--- src/rtl/apb_seq_pkg.sv ---
// Shared types for the APB command sequencer: FSM states, master add_i encodings and the queued command.
package apb_seq_pkg;

  typedef enum logic [1:0] {
    IDLE,
    ISSUE,
    WAIT,
    RESP
  } seq_state_t;

  localparam logic [1:0] ADD_NOP   = 2'b00;
  localparam logic [1:0] ADD_READ  = 2'b01;
  localparam logic [1:0] ADD_WRITE = 2'b11;

  typedef struct packed {
    logic        write;
    logic [31:0] wdata;
  } seq_cmd_t;

endpackage

--- src/rtl/apb_seq_fifo.sv ---
// Synchronous DEPTH-entry command FIFO with occupancy count; DEPTH must be a power of two so pointers wrap naturally.
module apb_seq_fifo
  import apb_seq_pkg::*;
#(
  parameter int DEPTH = 4,
  localparam int AW = $clog2(DEPTH),
  localparam int LW = AW + 1
) (
  input  logic          pclk,
  input  logic          preset,
  input  logic          push,
  input  seq_cmd_t      push_data,
  input  logic          pop,
  output seq_cmd_t      pop_data,
  output logic          full,
  output logic          empty,
  output logic [LW-1:0] level
);

  seq_cmd_t        mem [DEPTH];
  logic [AW-1:0]   wr_ptr;
  logic [AW-1:0]   rd_ptr;
  logic            do_push;
  logic            do_pop;

  assign full     = (level == LW'(DEPTH));
  assign empty    = (level == '0);
  assign do_push  = push && !full;
  assign do_pop   = pop && !empty;
  assign pop_data = mem[rd_ptr];

  // NOTE: storage is deliberately not reset; only pointers and level define validity.
  always_ff @(posedge pclk) begin
    if (do_push) mem[wr_ptr] <= push_data;
  end

  always_ff @(posedge pclk) begin
    if (preset) begin
      wr_ptr <= '0;
      rd_ptr <= '0;
      level  <= '0;
    end else begin
      if (do_push) wr_ptr <= wr_ptr + AW'(1);
      if (do_pop)  rd_ptr <= rd_ptr + AW'(1);
      case ({do_push, do_pop})
        2'b10:   level <= level + LW'(1);
        2'b01:   level <= level - LW'(1);
        default: level <= level;
      endcase
    end
  end

endmodule

--- src/rtl/apb_cmd_sequencer.sv ---
// Feeds an APB add-master one command at a time from a FIFO and returns one response per command, in order.
// Optional WAIT timeout enabled by defining APB_SEQ_TIMEOUT_EN.
module apb_cmd_sequencer
  import apb_seq_pkg::*;
#(
  parameter int DEPTH          = 4,
  parameter int TIMEOUT_CYCLES = 16
) (
  input  logic                     pclk,
  input  logic                     preset,
  input  logic                     cmd_valid_i,
  output logic                     cmd_ready_o,
  input  logic                     cmd_write_i,
  input  logic [31:0]              cmd_wdata_i,
  output logic [1:0]               add_o,
  output logic [31:0]              wdata_o,
  input  logic                     ready_i,
  input  logic [31:0]              rdata_i,
  output logic                     rsp_valid_o,
  input  logic                     rsp_ready_i,
  output logic                     rsp_write_o,
  output logic [31:0]              rsp_rdata_o,
  output logic                     rsp_err_o,
  output logic [$clog2(DEPTH):0]   level_o
);

  if (DEPTH < 2 || (DEPTH & (DEPTH - 1)) != 0 || TIMEOUT_CYCLES < 1) begin : g_bad_param
    $error("apb_cmd_sequencer: DEPTH must be a power of two >= 2 and TIMEOUT_CYCLES >= 1");
  end

  seq_state_t state;
  seq_cmd_t   head;
  logic       fifo_full;
  logic       fifo_empty;
  logic       fifo_pop;
  logic       cur_write;

  assign cmd_ready_o = !fifo_full;
  assign fifo_pop    = (state == IDLE) && !fifo_empty;

  apb_seq_fifo #(.DEPTH(DEPTH)) u_fifo (
    .pclk      (pclk),
    .preset    (preset),
    .push      (cmd_valid_i && cmd_ready_o),
    .push_data ('{write: cmd_write_i, wdata: cmd_wdata_i}),
    .pop       (fifo_pop),
    .pop_data  (head),
    .full      (fifo_full),
    .empty     (fifo_empty),
    .level     (level_o)
  );

`ifdef APB_SEQ_TIMEOUT_EN
  localparam int TW = $clog2(TIMEOUT_CYCLES) + 1;
  logic [TW-1:0] tmo_cnt;
  logic          rsp_err_q;
  assign rsp_err_o = rsp_err_q;
`else
  assign rsp_err_o = 1'b0;
`endif

  always_ff @(posedge pclk) begin
    if (preset) begin
      state       <= IDLE;
      cur_write   <= 1'b0;
      add_o       <= ADD_NOP;
      wdata_o     <= '0;
      rsp_valid_o <= 1'b0;
      rsp_write_o <= 1'b0;
      rsp_rdata_o <= '0;
`ifdef APB_SEQ_TIMEOUT_EN
      tmo_cnt     <= '0;
      rsp_err_q   <= 1'b0;
`endif
    end else begin
      case (state)
        IDLE: begin
          if (!fifo_empty) begin
            cur_write <= head.write;
            wdata_o   <= head.wdata;
            add_o     <= head.write ? ADD_WRITE : ADD_READ;
            state     <= ISSUE;
          end
        end
        // add_o is a single-cycle request; the master latches it from ST_IDLE.
        ISSUE: begin
          add_o <= ADD_NOP;
`ifdef APB_SEQ_TIMEOUT_EN
          tmo_cnt <= '0;
`endif
          state <= WAIT;
        end
        WAIT: begin
          if (ready_i) begin
            rsp_valid_o <= 1'b1;
            rsp_write_o <= cur_write;
            rsp_rdata_o <= cur_write ? 32'h0 : rdata_i;
`ifdef APB_SEQ_TIMEOUT_EN
            rsp_err_q   <= 1'b0;
`endif
            state       <= RESP;
          end
`ifdef APB_SEQ_TIMEOUT_EN
          else if (tmo_cnt == TW'(TIMEOUT_CYCLES - 1)) begin
            rsp_valid_o <= 1'b1;
            rsp_write_o <= cur_write;
            rsp_rdata_o <= '0;
            rsp_err_q   <= 1'b1;
            state       <= RESP;
          end else begin
            tmo_cnt <= tmo_cnt + TW'(1);
          end
`endif
        end
        RESP: begin
          if (rsp_ready_i) begin
            rsp_valid_o <= 1'b0;
            state       <= IDLE;
          end
        end
        default: state <= IDLE;
      endcase
    end
  end

endmodule

--- config.mk ---
export PLATFORM = sky130hd
export DESIGN_NAME = apb_cmd_sequencer
export DESIGN_NICKNAME = d
export VERILOG_FILES = /design/src/rtl/apb_seq_pkg.sv /design/src/rtl/apb_seq_fifo.sv /design/src/rtl/apb_cmd_sequencer.sv
export SDC_FILE = /design/constraint.sdc
export NUM_CORES = 1
export LEC_CHECK = 0
export CAP_MARGIN = 0
export CORE_ASPECT_RATIO = 0.9
export CORE_MARGIN = 5
export CORE_UTILIZATION = 52
export DETAILED_ROUTE_END_ITERATION = 12
export PLACE_DENSITY = 0.79
export SLEW_MARGIN = 30
export SYNTH_ARGS = -nofsm -noshare
export SYNTH_HDL_FRONTEND = slang
export SYNTH_SLANG_ARGS = --single-unit
--- constraint.sdc ---
create_clock -name pclk -period 2.75 [get_ports pclk]
set_input_delay 0.275 -clock pclk [delete_from_list [all_inputs] [get_ports pclk]]
set_output_delay 0.275 -clock pclk [all_outputs]
set_load 0.005 [all_outputs]
==> run metrics, run 1 <==
Core ar.=0.0153 mm2; area leader, netlist=edfxtp_1; Final setup viols=0; total CTS buffers=22; post-CTS setup buffers=0; clk_skew=roughly 8.2 ps; setup slack after layout=305 ps; first-pass GRT wire length=around 26,000 um; DRT iter0 DRCs=183; fin crit period=roughly 2400 ps; Synth Instances=500; WL/cell=~19 um; initial core utilization=0.524; TNS Setup=0 ps; number of global-route vias before repair=around 5,000; Setup CP Type=flip-flop to output pin; flop-to-flop setup slack=just over 500 ps; Psw=about 2.4 mW; worst slack, placed=roughly 450 ps; CP arrival=roughly 2200 ps; status=completed; number of flops mapped to enable cells by yosys=about 130; Pint=approximately 6.8 mW; post-route insts no fill=~850; most frequent cells in the layout=140 x clkdlybuf4s50_1, 132 x edfxtp_1, 78 x dfxtp_1; placed insts=between 800 and 900; Tightest Pin Transition=a little over 900 ps; Die W=roughly 140 um; hold_sp=preset; MaxCap Viol Count=0; largest net degree at the start of global routing=36; worst-skew pair later-pin latency=approximately 490 ps; Worst VDD drop=~0.00064 V; Critical R2R Launch=u_fifo.level[1]$_SDFFE_PP0P_; leakage=approximately 3.4 nW; Crit. End Element=output pin; CTS tree=done; CTS Root Cell=clkbuf_16; Crit. Startpoint=u_fifo.level[2]$_SDFFE_PP0P_; final period utilization=0.889; Critical Path Start Type=flip-flop; synthesis-stage register bit count=about 210; hold crit path type=input pin to flip-flop; Area Overhead vs Synth=26.6%; antenna violations before repair=1; fin area=~0.01 mm2; hpwl dp=around 10,000 um; Slowest cell on crit path=dfxtp_1; Area contributors post-synth=edfxtp_1 50%, dfxtp_1 20%, mux4_2 8.4%; Ys Warns=0; Pwr per Cell Area=between 900 and 1000 mW/mm2; top_reg_cell synth=edfxtp_1; routability cong.=0.808; Vias/cell=~5.5; max incr delay on CP=roughly 590 ps; dpl cell area=between 0.009 and 0.01 mm2; Fmax=409 MHz; Sw Ratio=0.264; Crit path required time=about 2500 ps; layout cell share with drive strength beyond 1=0.115; # fillers=1,049; CTS max path bufs=3; port buffer count=around 140; # hold bufs at CTS=0; number of routed nets with antenna violations=0; Nets=715; total chip power=9.20 mW; total nets after synthesis=around 580; Congestion Overflow GR=0; DR pass1 iterations=4; Fin. Hold Viols=0; DR DRC count=0; Comb power frac=0.243; vias post-DR=4,692; gr usage total=0.183; boundary pin count=roughly 140; commonest non-fill, non-tap cell in the layout=clkdlybuf4s50_1; Critical Path Fanout Max=12; final slew viol count=0; die height=around 130 um; clock group share of total power=0.292; Core Rows=43; Reg power frac=0.464; Worst-path clk slew=60 ps; unrepaired setup endpoints after global routing=false; htree depth=1; Cell variety after synth=between 40 and 50; Post-Syn Area=roughly 0.0080 mm2; total die area=0.0180 mm2; Core Util, Final=0.664; async set-reset flop share out of synthesis=0; hold depth=2; share of Yosys cell area claimed by the top area cell type=0.495; Avg Cell Area, Syn=16.0 um2; Max-slew headroom=0.389; CP Cell Sequence=nor3b_1 > inv_1 > clkdlybuf4s50_1; reg-to-reg endpoint=u_fifo.mem[3][29]$_DFFE_PP_; reg2reg path depth=3; clk sinks=212; register area share after synthesis=0.695; PostCTS Resize Cnt=0; final hold slack=approximately 180 ps; Antenna Cells=0; total length of routed wires=16,500 um
critical path, delay by kind of cell (launching register included):
kind          cells  cell delay (ps)
buf+inv           2              700
flops             1              590
simple gates      1              390
routing by layer:
| metal | vias to the layer above | global-route usage | wire [um] |
|---|---|---|---|
| li1 | 2193 | - | - |
| met1 | 2319 | 0.227 | 6910 |
| met2 | 146 | 0.323 | 8200 |
| met3 | 32 | 0.0425 | 1030 |
| met4 | 2 | 0.0501 | 380 |
| met5 | - | 0 | 14 |
synthesized netlist by cell type (all sizes together), types with 8 or more instances:
library cell and n:
a22o 33, clkbuf 9, mux4 33, nand3b 32, inv 10, a21oi 40
nor2 9, nand2 39, dfxtp 80, ha 8, edfxtp 132, buf 27
kinds of logic (layout without fill, tap and decap cells):
logic type | after synthesis | in the layout | synth area share
compound gates | 94 | 94 | 0.0824
simple gates | 102 | 102 | 0.0713
buf+inv | 46 | 198 | 0.0380
xor+xnor | 2 | 2 | 0.00219
other cells | 1 | 1 | 0.000468
mux | 34 | 34 | 0.0955
flops | 212 | 212 | 0.695
fa+ha+maj | 9 | 9 | 0.0150
flip-flops by register name, indices dropped and copies added, names as in the netlist, named ones only:
register       count
u_fifo.mem       132
rsp_rdata_o       32
wdata_o           32
u_fifo.level       3
add_o              2
state              2
u_fifo.rd_ptr      2
u_fifo.wr_ptr      2
cur_write          1
rsp_valid_o        1
rsp_write_o        1
worst max-delay path by stage:
stage                                    to  slack, ps
3_3_place_gp   u_fifo.level[2]$_SDFFE_PP0P_        510
2_1_floorplan    u_fifo.mem[0][0]$_DFFE_PP_        680
3_5_place_dp   u_fifo.level[2]$_SDFFE_PP0P_        450
6_report                        cmd_ready_o        310
5_1_grt                         cmd_ready_o        220
4_1_cts                         cmd_ready_o        330
layout make-up:
| type | instances | area (um2) | area share |
|---|---|---|---|
| Inverter | 10 | 37.5 | 0.00370 |
| Multi-Input combinational cell | 242 | 2150 | 0.212 |
| Clock buffer | 38 | 652 | 0.0643 |
| Clock inverter | 2 | 8.76 | 0.000864 |
| Timing Repair Buffer | 148 | 1470 | 0.145 |
| Sequential cell | 212 | 5570 | 0.549 |
| Tap cell | 202 | 253 | 0.0249 |
power by group through the flow:
stage	clock, mW	sequential, mW	combinational, mW
after floorplan	0	4.18	1.44
after global placement	0	4.30	2.21
after detailed placement	0	4.33	2.25
after CTS	2.76	4.28	2.28
after global routing	2.90	4.33	2.41
final	2.69	4.27	2.24
Note: power is estimated with default switching activity, not from simulation.
==> run 2, diff against run 1 <==
--- a/config.mk
+++ b/config.mk
@@ -10,6 +10,7 @@
 export CORE_MARGIN = 5
 export CORE_UTILIZATION = 52
 export DETAILED_ROUTE_END_ITERATION = 12
+export GPL_TIMING_DRIVEN = 0
 export PLACE_DENSITY = 0.79
 export SLEW_MARGIN = 30
 export SYNTH_ARGS = -nofsm -noshare
==> constraint.sdc (replaced) <==
create_clock -name pclk -period 2.75 [get_ports pclk]
set_input_delay 0.275 -clock pclk [delete_from_list [all_inputs] [get_ports pclk]]
set_output_delay 0.275 -clock pclk [all_outputs]
set_load 0.1 [all_outputs]
==> run metrics, run 2 (synthesized netlist as in run 1, its figures left out) <==
status=completed; Crit path required time=2480 ps; Sw Ratio=0.399; final period utilization=0.901; Die W=~140 um; Multi-input gate area=approximately 0.0021 mm2; MaxCap Viol Count=0; TNS Setup=0 ps; clk sinks=roughly 210; layout cell share with drive strength beyond 1=0.147; Fmax=403 MHz; Critical Path Fanout Max=10; antenna violations before repair=0; post-CTS setup buffers=0; Crit. Startpoint=u_fifo.level[2]$_SDFFE_PP0P_; total chip power=between 10 and 15 mW; # fillers=between 1,000 and 1,500; post-route insts no fill=between 800 and 900; Setup CP Type=flip-flop to output pin; hpwl dp=~11,000 um; Core ar.=0.0153 mm2; WL/cell=about 19 um; fin crit period=between 2000 and 2500 ps; leakage=approximately 3.5 nW; worst-skew pair later-pin latency=roughly 500 ps; Final setup viols=0; Critical R2R Launch=state[0]$_SDFFE_PP0P_; largest net degree at the start of global routing=34; fin area=slightly above 0.01 mm2; initial core utilization=0.524; Psw=roughly 4.6 mW; Pwr per Cell Area=approximately 1100 mW/mm2; CP arrival=2200 ps; Tightest Pin Transition=~1000 ps; Vias/cell=around 5.4; number of routed nets with antenna violations=0; Fin. Hold Viols=0; vias post-DR=about 4,800; Crit. End Element=output pin; DRT iter0 DRCs=around 240; CTS Root Cell=clkbuf_16; Reg power frac=0.362; commonest non-fill, non-tap cell in the layout=clkdlybuf4s50_1; Pint=between 6 and 7 mW; clk_skew=7.84 ps; PostCTS Resize Cnt=1; port buffer count=140; final slew viol count=0; most frequent cells in the layout=138 x clkdlybuf4s50_1, 132 x edfxtp_1, 77 x dfxtp_1; Nets=~740; Core Util, Final=0.678; boundary pin count=between 100 and 150; unrepaired setup endpoints after global routing=false; dpl cell area=around 0.0097 mm2; first-pass GRT wire length=~26,000 um; placed insts=between 800 and 900; Antenna Cells=0; routability cong.=approximately 0.84; total CTS buffers=22; total die area=0.0180 mm2; Max-slew headroom=0.320; die height=between 100 and 150 um; worst slack, placed=between 400 and 500 ps; hold crit path type=input pin to flip-flop; max reg flops=about 130; CTS tree=done; htree depth=1; DR pass1 iterations=5; hold_sp=cmd_valid_i; Congestion Overflow GR=0; clock group share of total power=0.243; final hold slack=around 190 ps; # hold bufs at CTS=0; Area Overhead vs Synth=29.5%; Comb power frac=0.394; DR DRC count=0; CTS max path bufs=3; Critical Path Start Type=flip-flop; Largest regs=u_fifo.mem: 132 flops, rsp_rdata_o: 32 flops, wdata_o: 32 flops; gr usage total=0.184; total length of routed wires=around 17,000 um; register area=0.00557 mm2; Worst VDD drop=0.000751 V; setup slack after layout=271 ps; number of global-route vias before repair=4,936; largest register by flop count=u_fifo.mem; Worst-path clk slew=about 60 ps; Core Rows=between 40 and 50
==> run 2: layout make-up <==
cell class                 instances  share of cell area
sequential                       212               0.537
multi-input combinational        242               0.207
timing repair buffer             140               0.135
clock buffer                      33              0.0629
buffer                            36              0.0257
tap                              202              0.0244
clock inverter                     7             0.00483
inverter                          10             0.00362
==> run 2: worst max-delay path, cell delays in order (launching register included) <==
cell	delay, ps
dfxtp_2	340
buf_4	170
nor3b_1	160
inv_1	150
dlygate4sd2_1	880
==> run 2: path summary, 6_finish.rpt <==
check                                 endpoint  slack, ps  cells after the start
setup / recovery                   cmd_ready_o        270                      4
hold / removal    u_fifo.level[2]$_SDFFE_PP0P_        190                      3
setup reg to reg  u_fifo.level[2]$_SDFFE_PP0P_        490                      8
hold reg to reg   rsp_rdata_o[23]$_SDFFE_PP0P_        450                      2
==> run 2: power groups by stage <==
stage          Combinational (mW)  Sequential, mW  Clock [mW]
2_1_floorplan                1.48            6.20           0
3_3_place_gp                 4.51            4.21           0
3_5_place_dp                 4.57            4.23           0
4_1_cts                      4.58            4.18        2.87
5_1_grt                      4.76            4.22        2.99
6_report                     4.54            4.17        2.80
==> run 2: metal layers <==
layer	global-route usage	vias up	routed length (um)
met2	0.311	176	8020
li1	-	2242	-
met4	0.0456	0	305
met3	0.0448	25	1370
met1	0.244	2337	7070
met5	0	-	0
